File: src/rtl/sync_down_timer_if.sv
// ---------------------------------------------------------------------------
// sync_down_timer_if
//   Control/status bundle for sync_down_timer.
//
//   Handshake: there is no valid/ready pair. start and stop are single-cycle
//   command strobes sampled on the rising clock edge. en is a level-qualified
//   count tick. q/busy/done are registered status outputs with no
//   combinational path from any input.
//
//   Signals
//     start     : load load_val/periodic and begin counting (1-cycle pulse)
//     stop      : abort count, return to idle
//     en        : count-enable tick
//     periodic  : 1 = auto-reload, 0 = one-shot (sampled with start)
//     load_val  : start/period value (sampled with start)
//     q         : current count
//     busy      : high while counting
//     done      : one-cycle expiry pulse
//     dbg_state : FSM state (0 = IDLE, 1 = COUNT) for observation
// ---------------------------------------------------------------------------
interface sync_down_timer_if #(
    parameter int WIDTH = 4
);
    logic             start;
    logic             stop;
    logic             en;
    logic             periodic;
    logic [WIDTH-1:0] load_val;
    logic [WIDTH-1:0] q;
    logic             busy;
    logic             done;
    logic             dbg_state;

    modport master (
        output start, stop, en, periodic, load_val,
        input  q, busy, done, dbg_state
    );

    modport slave (
        input  start, stop, en, periodic, load_val,
        output q, busy, done, dbg_state
    );
endinterface

File: src/rtl/sync_down_timer.sv
// ---------------------------------------------------------------------------
// sync_down_timer
//   Synchronous programmable down-counter timer with one-shot and periodic
//   modes. Loads a start value, decrements on each en tick, and flags expiry
//   with a one-cycle done pulse. All state lives on the single clk domain.
//
//   Ports
//     clk : system clock, all updates on the rising edge
//     rst : synchronous active-high reset
//     bus : sync_down_timer_if.slave (commands in, q/busy/done out)
//
//   Per-edge priority: rst > stop > start > count.
// ---------------------------------------------------------------------------
module sync_down_timer #(
    parameter int WIDTH = 4
) (
    input  logic               clk,
    input  logic               rst,
    sync_down_timer_if.slave   bus
);

    typedef enum logic {
        IDLE  = 1'b0,
        COUNT = 1'b1
    } state_t;

    state_t           state_q, state_d;
    logic [WIDTH-1:0] q_q, q_d;
    logic             done_q, done_d;
    logic [WIDTH-1:0] period_q, period_d;
    logic             mode_q, mode_d;

    // Expiry condition when counting: the tick that takes q from 1 to "0".
    logic expire_now;
    assign expire_now = (state_q == COUNT) && bus.en && (q_q <= WIDTH'(1));

    always_ff @(posedge clk) begin
        if (rst) begin
            state_q  <= IDLE;
            q_q      <= '0;
            done_q   <= 1'b0;
            period_q <= '0;
            mode_q   <= 1'b0;
        end else begin
            state_q  <= state_d;
            q_q      <= q_d;
            done_q   <= done_d;
            period_q <= period_d;
            mode_q   <= mode_d;
        end
    end

    always_comb begin
        state_d  = state_q;
        q_d      = q_q;
        done_d   = 1'b0;
        period_d = period_q;
        mode_d   = mode_q;

        if (bus.stop) begin
            // stop in IDLE has no effect; in COUNT it aborts without done.
            if (state_q == COUNT) begin
                state_d = IDLE;
                q_d     = '0;
            end
        end else if (bus.start) begin
            period_d = bus.load_val;
            mode_d   = bus.periodic;
            if (bus.load_val == '0) begin
                // Zero load expires immediately and never enters COUNT.
                state_d = IDLE;
                q_d     = '0;
                done_d  = 1'b1;
            end else begin
                state_d = COUNT;
                q_d     = bus.load_val;
                // A restart landing on an expiry edge still reports that expiry.
                done_d  = expire_now;
            end
        end else if (state_q == COUNT && bus.en) begin
            if (q_q > WIDTH'(1)) begin
                q_d = q_q - WIDTH'(1);
            end else begin
                done_d = 1'b1;
                if (mode_q) begin
                    q_d = period_q;
                end else begin
                    q_d     = '0;
                    state_d = IDLE;
                end
            end
        end
    end

    assign bus.q         = q_q;
    assign bus.busy      = (state_q == COUNT);
    assign bus.done      = done_q;
    assign bus.dbg_state = state_q;

endmodule

File: src/flat_wrapper.sv
// flat-port wrapper written by rule: the top's interface ports become plain ports
module sync_down_timer_flat 
#(
    parameter int WIDTH = 4
)
  (clk, rst, bus_start, bus_stop, bus_en, bus_periodic, bus_load_val, bus_q, bus_busy, bus_done, bus_dbg_state);
  sync_down_timer_if #(.WIDTH(WIDTH)) bus_i ();
  input  logic clk;
  input  logic rst;
  input wire logic [$bits(bus_i.start)-1:0] bus_start;
  input wire logic [$bits(bus_i.stop)-1:0] bus_stop;
  input wire logic [$bits(bus_i.en)-1:0] bus_en;
  input wire logic [$bits(bus_i.periodic)-1:0] bus_periodic;
  input wire logic [$bits(bus_i.load_val)-1:0] bus_load_val;
  output wire logic [$bits(bus_i.q)-1:0] bus_q;
  output wire logic [$bits(bus_i.busy)-1:0] bus_busy;
  output wire logic [$bits(bus_i.done)-1:0] bus_done;
  output wire logic [$bits(bus_i.dbg_state)-1:0] bus_dbg_state;
  assign bus_i.start = bus_start;
  assign bus_i.stop = bus_stop;
  assign bus_i.en = bus_en;
  assign bus_i.periodic = bus_periodic;
  assign bus_i.load_val = bus_load_val;
  assign bus_q = bus_i.q;
  assign bus_busy = bus_i.busy;
  assign bus_done = bus_i.done;
  assign bus_dbg_state = bus_i.dbg_state;
  sync_down_timer #(.WIDTH(WIDTH)) u_core (.clk(clk), .rst(rst), .bus(bus_i));
endmodule
File: config.mk
export PLATFORM = sky130hd
export DESIGN_NAME = sync_down_timer_flat
export DESIGN_NICKNAME = d
export VERILOG_FILES = /design/src/rtl/sync_down_timer_if.sv /design/src/rtl/sync_down_timer.sv /design/src/flat_wrapper.sv
export SDC_FILE = /design/constraint.sdc
export NUM_CORES = 1
export LEC_CHECK = 0
export ABC_AREA = 1
export CAP_MARGIN = 20
export CORE_AREA = 2 2 40 42
export DETAILED_ROUTE_END_ITERATION = 8
export DIE_AREA = 0 0 42 44
export GPL_TIMING_DRIVEN = 1
export PLACE_DENSITY = 0.77
export SETUP_SLACK_MARGIN = 0.15
export SYNTH_ARGS = -nofsm -noshare
export SYNTH_HDL_FRONTEND = slang
export SYNTH_SLANG_ARGS = --single-unit
File: constraint.sdc
create_clock -name clk -period 3.01 [get_ports clk]
set_input_delay 0.4515 -clock clk [delete_from_list [all_inputs] [get_ports clk]]
set_output_delay 0.4515 -clock clk [all_outputs]
set_load 0.02 [all_outputs]
# Word-level counts from Yosys, hierarchy flattened
# Cells that the tools add are included.
# W data, S select, Z words.
[classes]
n_addsub = 1
multipliers = 0
n_div = 0
order_cmp = 2
eq_ne = 3
shift = 0
mux = 16
bitwise = 1
reduce_logical = 9
[ops]
columns = ["op", "n"]
rows = [
  ["$mux W4", 7],
  ["$mux W1", 9],
  ["$gt A4 B1 Y1 const B", 1],
  ["$le A4 B1 Y1 const B", 1],
  ["$logic_not A4 Y1", 1],
  ["$ne A2 B2 Y1 const B", 2],
  ["$reduce_and A2 Y1", 2],
  ["$sub A4 B1 Y4 const B", 1],
  ["$reduce_and A3 Y1", 1],
  ["$reduce_bool A3 Y1", 1],
  ["$logic_and A1 B1 Y1", 2],
  ["$ne A2 B1 Y1 const B", 1],
  ["$reduce_bool A2 Y1", 1],
  ["$reduce_or A2 Y1", 1],
  ["$not A1 Y1", 1],
]
[word_totals]
reg_bits = 11
latchBits = 0
ram_bits = 0
romBits = 0
input_bits = 10
output_inout_bits = 7
elab_cells = 37
mem_count = 0

# Longest topological paths before layout
# Gate-level depths: netlist of the first run.
[logic_depth]
depth_word = 5
ltp_mapped = 9
depth_no_buf = 9

# Worst setup path after synthesis of the first run
# OpenSTA, ideal clock, no wires.
[synth_timing]
kind = "reg2reg"
startpoint = "register u_core.q_q[0] (netlist: u_core.bus.q[0])"
endpoint = "register u_core.q_q[0] (netlist: u_core.bus.q[0])"
setup_ns = 0.117
arrival_ns = 1.233
t_required_ns = 2.893
path_slack_ns = 1.659
stages_incl_launch_ff = 9
n_path_buf = 0
period_less_slack_ns = 1.351
cell_sequence = "dfxtp_1 > inv_1 > ha_1 > inv_1 > nand2_1 > nand2_2 > nand2_1 > nand3_1 > a21oi_1"
[synth_via]
elab_chain_len = 5
elab_cells_between_ends = 6
cone_classes = "add/sub (1); order compare (1); mux (4)"
[synth_rtl]
columns = ["item", "line", "text"]
rows = [
  ["from (decl)", "sync_down_timer.sv:28", "logic [WIDTH-1:0] q_q, q_d;"],
  ["from (signal assigned)", "sync_down_timer.sv:46", "q_q <= q_d;"],
  ["$sub A4 B1 Y4 or $gt A4 B1 Y1 (tied branches)", "sync_down_timer.sv:82, sync_down_timer.sv:81", ""],
  ["$mux W4 *", "sync_down_timer.sv:81", "if (q_q > WIDTH'(1)) begin"],
  ["$mux W4 *", "sync_down_timer.sv:80", "end else if (state_q == COUNT && bus.en) begin"],
  ["$mux W4 *", "sync_down_timer.sv:66", "end else if (bus.start) begin"],
  ["$mux W4 *", "sync_down_timer.sv:60", "if (bus.stop) begin"],
]
# Mark *: on every way between the ends. The rest lies on a longest branch, timed or not. The select of a mux whose other input is x is not followed.
# A chain may end at the register's enable or synchronous reset.

# Final worst setup path of the first run
[layout_timing]
startpoint = "register u_core.q_q[2] (netlist: u_core.bus.q[2])"
endpoint = "output port bus_q[2]"
[layout_lines]
columns = ["item", "line", "text"]
rows = [
  ["to (decl)", "flat_wrapper.sv:15", "output wire logic [$bits(bus_i.q)-1:0] bus_q;"],
]
# No word-level cell between the ends.

==> metrics.md, run 1 <==
| Metric | Value |
|---|---|
| Final Slew Violations | 0 |
| Min Clock Period, post-route | 1.828 ns |
| VDD IR max | 0.2581 mV |
| DRT Wirelength | between 1000 and 1500 um |
| Crit Path Category | flop to output port |
| Final Setup Violations | 0 |
| Core outline area | 0.001419 mm^2 |
| CTS Hold Bufs | 0 |
| Die ar. | 0.001848 mm^2 |
| CTS tree | yes |
| Worst slack at placement | 1.335 ns |
| Hold Path Depth | 2 |
| Crit path launch type | flop |
| Die span in x | 42 um |
| GRT Total Usage | 16.71% |
| Resize count post-CTS | 0 |
| Reg-to-reg slack, setup | 1.65 ns |
| Initial antenna violation count | 0 |
| P&R area growth vs syn | 30.11% |
| Status | finished, final reports clean |
| Crit-path cells | clkdlybuf4s50_1 |
| Clock power share | between 20 and 30% |
| Grt ovf | 0 |
| Worst Hold Class | flop to flop |
| LEAKAGE | 0.0003800 uW |
| Sink Count | 11 |
| First-pass GRT wire length | 2283 um |
| Slowest cell on the critical path | clkdlybuf4s50_1 |
| Worst Setup End Kind | output port |
| Fill cells | 134 |
| RSZ-0062 raised after global routing | no |
| Internal | 255.3 uW |
| Max-Slew Margin vs Limit | between 80% and 90% |
| Mapped cell area | between 600 and 700 um^2 |
| H-tree Lvls | 1 |
| Die H | 44 um |
| Post-CTS setup buffer count | 0 |
| Crit path DAT | 1.38 ns |
| # DRC | 0 |
| DRT iter0 DRCs | 12 |
| Setup Skew | around 0.008 ns |
| Post-route worst setup slack | roughly 1.2 ns |
| Cell area power density | 437.6 mW/mm^2 |
| CP peak stage delay | 0.65 ns |
| Maximum fanout along the worst path | 5 |
| Hold endpoint | u_core.period_q[0] |
| Worst R2R End | u_core.bus.q[2] |
| Clk_lat worst skew | 0.28 ns |
| Part of the power in registers | 43.9% |
| Logic gate share of total power | approximately 29% |
| Post-DP HPWL | between 1000 and 1500 um |
| Initial core utilization | 46.56% |
| CTS clk-pin slew, worst paths | 0.07 ns |
| P_sw | about 120 uW |
| Top cells by area, synth | dfxtp_1 33%, nand2_1 11%, inv_1 11% |
| Synth top area share | between 30% and 40% |
| Final nets | 133 |
| Core Rows | 14 |
| Synth Net Count | 113 |
| Tcrit/Tclk final | 60.72% |
| Flops & latches, synth | 11 |
| Routed wire length per instance | 9.860 um |
| Origin of the critical flop-to-flop path | u_core.bus.q[0] |
| Sum Neg Setup Slack | 0 ns |
| Unique masters post-synth | 17 |
| Switching part of the total | 32.12% |
| Antenna-violating nets left | 0 |
| Hold_sp | u_core.period_q[0] |
| Leading area contributor after synthesis | dfxtp_1 |
| Total CTS buffers | 3 |
| DR vias | 657 |
| Fraction of layout cells with a size suffix above 1 | 9.167% |
| Port bufs | 16 |
| Largest net degree at the start of global routing | 10 |
| Vias in the first global route | ~600 |
| Vias per cell | 4.831 |
| WP data required | 2.56 ns |
| Top cell family by delay on the critical path | buffers and inverters |
| Clock buffer depth | 2 |
| Register area | between 200 and 250 um^2 |
| Multi-input logic area | 357.8 um^2 |
| Post-synthesis sequential area ratio | 33.33% |
| Drt first pass iters | 4 |
| GP Congestion | 0.7794 |
| Worst Path Buf+Inv | 1 |
| Synth warnings | 0 |
| Fmax | roughly 550 MHz |
| Avg Cell Area, Syn | 6.541 um^2 |
| Cells after Synth | approximately 100 |
| Max-cap violations | 0 |
| Final core occ | 60.58% |
| Worst slew pin tran | 0.2545 ns |
| Worst reg-to-reg path cell count | 8 |
| Ports | 17 |
| Final hold viol count | 0 |
| Antenna fix cells | 0 |
| Root buffer cell | clkbuf_4 |
per-layer routing:
layer / share of wire, % / up-vias / global-route usage, %
met3: 4.2 / 5 / 3.750
met2: 47 / 20 / 26.88
met5: 0 / - / 0
li1: - / 355 / -
met1: 46 / 277 / 18.07
met4: 2.8 / 0 / 16.13
cells in the final DEF, fill, tap and decap left out:
cell type / n
xnor2_1: 1
nor2_1: 10
o21ai_0: 1
dfxtp_1: 11
inv_2: 1
inv_1: 19
o21ai_1: 4
nor3_1: 1
a21oi_4: 1
clkbuf_1: 1
nand2_1: 20
ha_1: 2
nand2_2: 4
a21boi_1: 1
clkdlybuf4s50_1: 16
clkbuf_4: 3
nor2_4: 2
a21oi_1: 10
nand3_1: 12
flip-flops by register name (all words and copies together), names as in the netlist:
| name | flops |
|---|---|
| u_core.bus.busy | 1 |
| u_core.bus.done | 1 |
| u_core.bus.q | 4 |
| u_core.mode_q | 1 |
| u_core.period_q | 4 |
area by class of cell:
class | instances | area share, %
multi-input combinational | 69 | 41.63
sequential | 11 | 25.62
timing repair buffer | 16 | 18.63
inverter | 20 | 8.734
clock buffer | 4 | 3.057
tap | 16 | 2.329
kinds of logic after synthesis:
group	Yosys count	share of synthesized area, %
simple gates	49	34.09
compound gates	17	14.96
buf+inv	21	12.50
fa+ha+maj	2	3.787
flops	11	33.33
xor+xnor	1	1.326
power by group through the flow:
stage | combinational, uW | sequential [uW] | clock [uW]
3_5_place_dp | 108 | 169 | 0
3_3_place_gp | 107 | 169 | 0
6_report | 108 | 165 | 103
2_1_floorplan | 63.8 | 174 | 0
4_1_cts | 109 | 165 | 106
5_1_grt | 122 | 166 | 111
synthesized netlist by cell type:
cell type,instances
dfxtp_1,11
inv_2,1
nand3_1,12
nor2_1,10
inv_1,19
nor3_1,1
nor2_4,2
o21ai_1,4
a21boi_1,1
a21oi_1,10
nand2_1,20
o21ai_0,1
buf_4,1
ha_1,2
xnor2_1,1
nand2_2,4
a21oi_4,1
per-stage QoR:
step                      power, uW  cells  hold WS (ns)  area (um^2)
final                         376.1    136        0.4709        859.6
after floorplan               237.9    101        0.4393        660.6
after CTS                     379.6    136        0.4724        859.6
after global placement        275.3    132        0.4542        833.3
after detailed placement      276.6    132        0.4611        833.3
after global routing          399.8    136        0.4949        859.6
worst max-delay path by stage:
stage                      end  slack (ns)       startpoint  depth (start not counted)
2_1_floorplan  u_core.bus.q[0]        1.66  u_core.bus.q[0]                          8
3_3_place_gp   u_core.bus.q[0]        1.35        bus_start                          7
3_5_place_dp   u_core.bus.q[1]        1.34        bus_start                          7
4_1_cts               bus_q[2]        1.16  u_core.bus.q[2]                          1
5_1_grt               bus_q[2]        1.13  u_core.bus.q[2]                          1
6_report              bus_q[2]        1.18  u_core.bus.q[2]                          1
Power figures use the tool's default switching activity.
==> run 2: changes to the inputs <==
--- a/config.mk
+++ b/config.mk
@@ -7,11 +7,11 @@
 export LEC_CHECK = 0
 export ABC_AREA = 1
 export CAP_MARGIN = 20
-export CORE_AREA = 2 2 40 42
+export CORE_AREA = 2 2 43 45
 export DETAILED_ROUTE_END_ITERATION = 8
-export DIE_AREA = 0 0 42 44
+export DIE_AREA = 0 0 45 47
 export GPL_TIMING_DRIVEN = 1
-export PLACE_DENSITY = 0.77
+export PLACE_DENSITY = 0.71
 export SETUP_SLACK_MARGIN = 0.15
 export SYNTH_ARGS = -nofsm -noshare
 export SYNTH_HDL_FRONTEND = slang
==> constraint.sdc (replaced) <==
create_clock -name clk -period 1.47 [get_ports clk]
set_input_delay 0.2205 -clock clk [delete_from_list [all_inputs] [get_ports clk]]
set_output_delay 0.2205 -clock clk [all_outputs]
set_load 0.02 [all_outputs]
==> metrics.md, run 2 (synthesis gave the netlist of run 1 again) <==
| Metric | Value |
|---|---|
| Clock buffer depth | 2 (unchanged) |
| H-tree Lvls | 1 (unchanged) |
| Hold endpoint | u_core.period_q[0] |
| P&R area growth vs syn | 33.90% |
| Final Setup Violations | 0 (unchanged) |
| Die H | 47 um (+6.8%) |
| Crit-path cells | dlygate4sd2_1 |
| Initial core utilization | 40.00% (-6.6 points) |
| P_sw | 247.0 uW (+100%) |
| Vias per cell | 4.829 (about the same) |
| Internal | 525.2 uW (+110%) |
| Hold_sp | u_core.period_q[0] |
| CTS clk-pin slew, worst paths | 0.07 ns (about the same) |
| GP Congestion | 0.8003 (+2.7%) |
| Post-DP HPWL | 1160 um (+6.2%) |
| Antenna-violating nets left | 0 (unchanged) |
| Final nets | 136 (+2.3%) |
| Switching part of the total | 31.99% (-0.13 points) |
| Worst slew pin tran | 0.2555 ns (+0.0009385 ns) |
| First-pass GRT wire length | 2352 um (+3.0%) |
| Hold Path Depth | 2 (unchanged) |
| Worst Path Buf+Inv | 1 (unchanged) |
| Max-Slew Margin vs Limit | 82.91% (about the same) |
| Total CTS buffers | 3 (unchanged) |
| Slowest cell on the critical path | dfxtp_1 |
| RSZ-0062 raised after global routing | no |
| CTS tree | yes |
| VDD IR max | 0.6397 mV (+150%) |
| Core outline area | 0.001652 mm^2 (+16%) |
| Most frequent cells in the layout | 19 x nand2_1, 18 x inv_1, 12 x nand3_1 |
| Clk_lat worst skew | 0.27 ns (about the same) |
| Maximum fanout along the worst path | 5 (unchanged) |
| GRT Total Usage | 15.48% (-1.2 points) |
| Worst slack at placement | 0.02989 ns (-1.305 ns) |
| Drt first pass iters | 4 (unchanged) |
| Clock power share | 26.5% (-0.8 points) |
| Post-route worst setup slack | 0.2461 ns (-0.9362 ns) |
| Worst reg-to-reg path cell count | 8 (unchanged) |
| Tcrit/Tclk final | 83.26% |
| Port bufs | 16 (unchanged) |
| Crit path DAT | 1.00 ns (-0.38 ns) |
| Origin of the critical flop-to-flop path | u_core.bus.q[1] |
| Largest net degree at the start of global routing | 10 (unchanged) |
| Core Rows | 15 (+1) |
| Final Slew Violations | 0 (unchanged) |
| Status | finished, final reports clean |
| DRT Wirelength | 1409 um (+5.1%) |
| Top cell family by delay on the critical path | flip-flops |
| Reg-to-reg slack, setup | 0.25 ns (-1.40 ns) |
| DRT iter0 DRCs | 17 (+5) |
| Min Clock Period, post-route | 1.224 ns |
| WP data required | 1.25 ns (-1.31 ns) |
| Die ar. | 0.002115 mm^2 (+14%) |
| Sum Neg Setup Slack | 0 ns (unchanged) |
| Fmax | 817.1 MHz |
| Logic gate share of total power | 30.6% (+1.8 points) |
| Antenna fix cells | 0 (unchanged) |
| Final instance count without filler cells | 140 (+2.9%) |
| CP Launch Point | u_core.bus.busy |
| DR vias | 676 (+2.9%) |
| Crit Path Category | flop to output port |
| # DRC | 0 (unchanged) |
| Placed cell count | 136 (+3.0%) |
| Part of the power in registers | 42.9% (-1.0 points) |
| Cell area power density | 873.0 mW/mm^2 (+100%) |
| Final hold viol count | 0 (unchanged) |
| Worst Setup End Kind | output port |
| Fraction of layout cells with a size suffix above 1 | 15.45% (+6.3 points) |
| Most common cell after layout, fill and taps aside | nand2_1 |
| LEAKAGE | 0.0004218 uW (+11%) |
| Worst Hold Class | flop to flop |
| CP peak stage delay | 0.39 ns (-0.26 ns) |
| Worst R2R End | u_core.bus.q[1] |
| Max-cap violations | 0 (unchanged) |
| Initial antenna violation count | 0 (unchanged) |
| Routed wire length per instance | 10.06 um (+2.1%) |
| Crit path launch type | flop |
| Ports | 17 (unchanged) |
| Root buffer cell | clkbuf_4 |
| Hold slack final | 0.4710 ns (+0.0001870 ns) |
| Die span in x | 45 um (+7.1%) |
| Setup Skew | 0.001883 ns (-0.006044 ns) |
| Vias in the first global route | 586 (-1.5%) |
| CTS Hold Bufs | 0 (unchanged) |
| Sink Count | 11 (unchanged) |
| Grt ovf | 0 (unchanged) |
==> run 2: worst reg2reg max path, cell delays in order (launching register included) <==
cell	delay [ns]
dfxtp_1	0.34
inv_1	0.08
ha_2	0.19
inv_1	0.05
nand2_2	0.12
nand2_2	0.09
nand2_1	0.07
nand3_1	0.08
a21oi_2	0.14
==> run 2: how the worst max path moves through the flow <==
stage	to	slack [ns]	cells past startpoint
4_1_cts	u_core.bus.busy	0.19	7
3_3_place_gp	u_core.bus.q[3]	0.05	6
5_1_grt	u_core.bus.q[1]	0.16	8
2_1_floorplan	u_core.bus.q[3]	0.18	8
6_report	bus_dbg_state	0.25	1
3_5_place_dp	u_core.bus.q[2]	0.03	6
==> run 2: repair_timing <==
action	4_1_cts	5_1_grt
gates cloned	0	0
endpoints found under the hold margin	0	0
endpoints found under the setup margin	8	4
pin swaps	0	1
gates resized for setup	8	4
buffers inserted	0	0
==> run 2: power by group through the flow <==
| stage | Sequential, uW | Clock, uW | Combinational (uW) |
|---|---|---|---|
| final | 331 | 204 | 237 |
| after global routing | 334 | 234 | 263 |
| after CTS | 331 | 215 | 235 |
| after detailed placement | 339 | 0 | 241 |
| after global placement | 338 | 0 | 239 |
| after floorplan | 357 | 0 | 131 |
==> run 2: layer usage <==
metal | vias up | wire length [um] | GRT usage, %
met5 | - | 0 | 0
met2 | 16 | 648 | 24.86
met1 | 298 | 687 | 19.91
li1 | 360 | - | -
met3 | 2 | 66 | 3.462
met4 | 0 | 6 | 7.059
==> run 2: metrics by stage <==
stage | power [uW] | area, um^2 | util, %
finish | 772.3 | 884.6 | 53.56
global route | 831.0 | 884.6 | 53.56
CTS | 780.5 | 878.3 | 53.18
detailed placement | 579.6 | 858.3 | 51.97
global placement | 576.2 | 858.3 | 51.97
floorplan | 487.8 | 661.9 | -
==> run 2: area by class of cell <==
class / count / area, um^2
Sequential cell: 11 / 221.5
Timing Repair Buffer: 19 / 173.9
Inverter: 20 / 75.07
Fill cell: 179 / 767.0
Multi-Input combinational cell: 69 / 366.6
Clock buffer: 4 / 26.28
Tap cell: 17 / 21.27
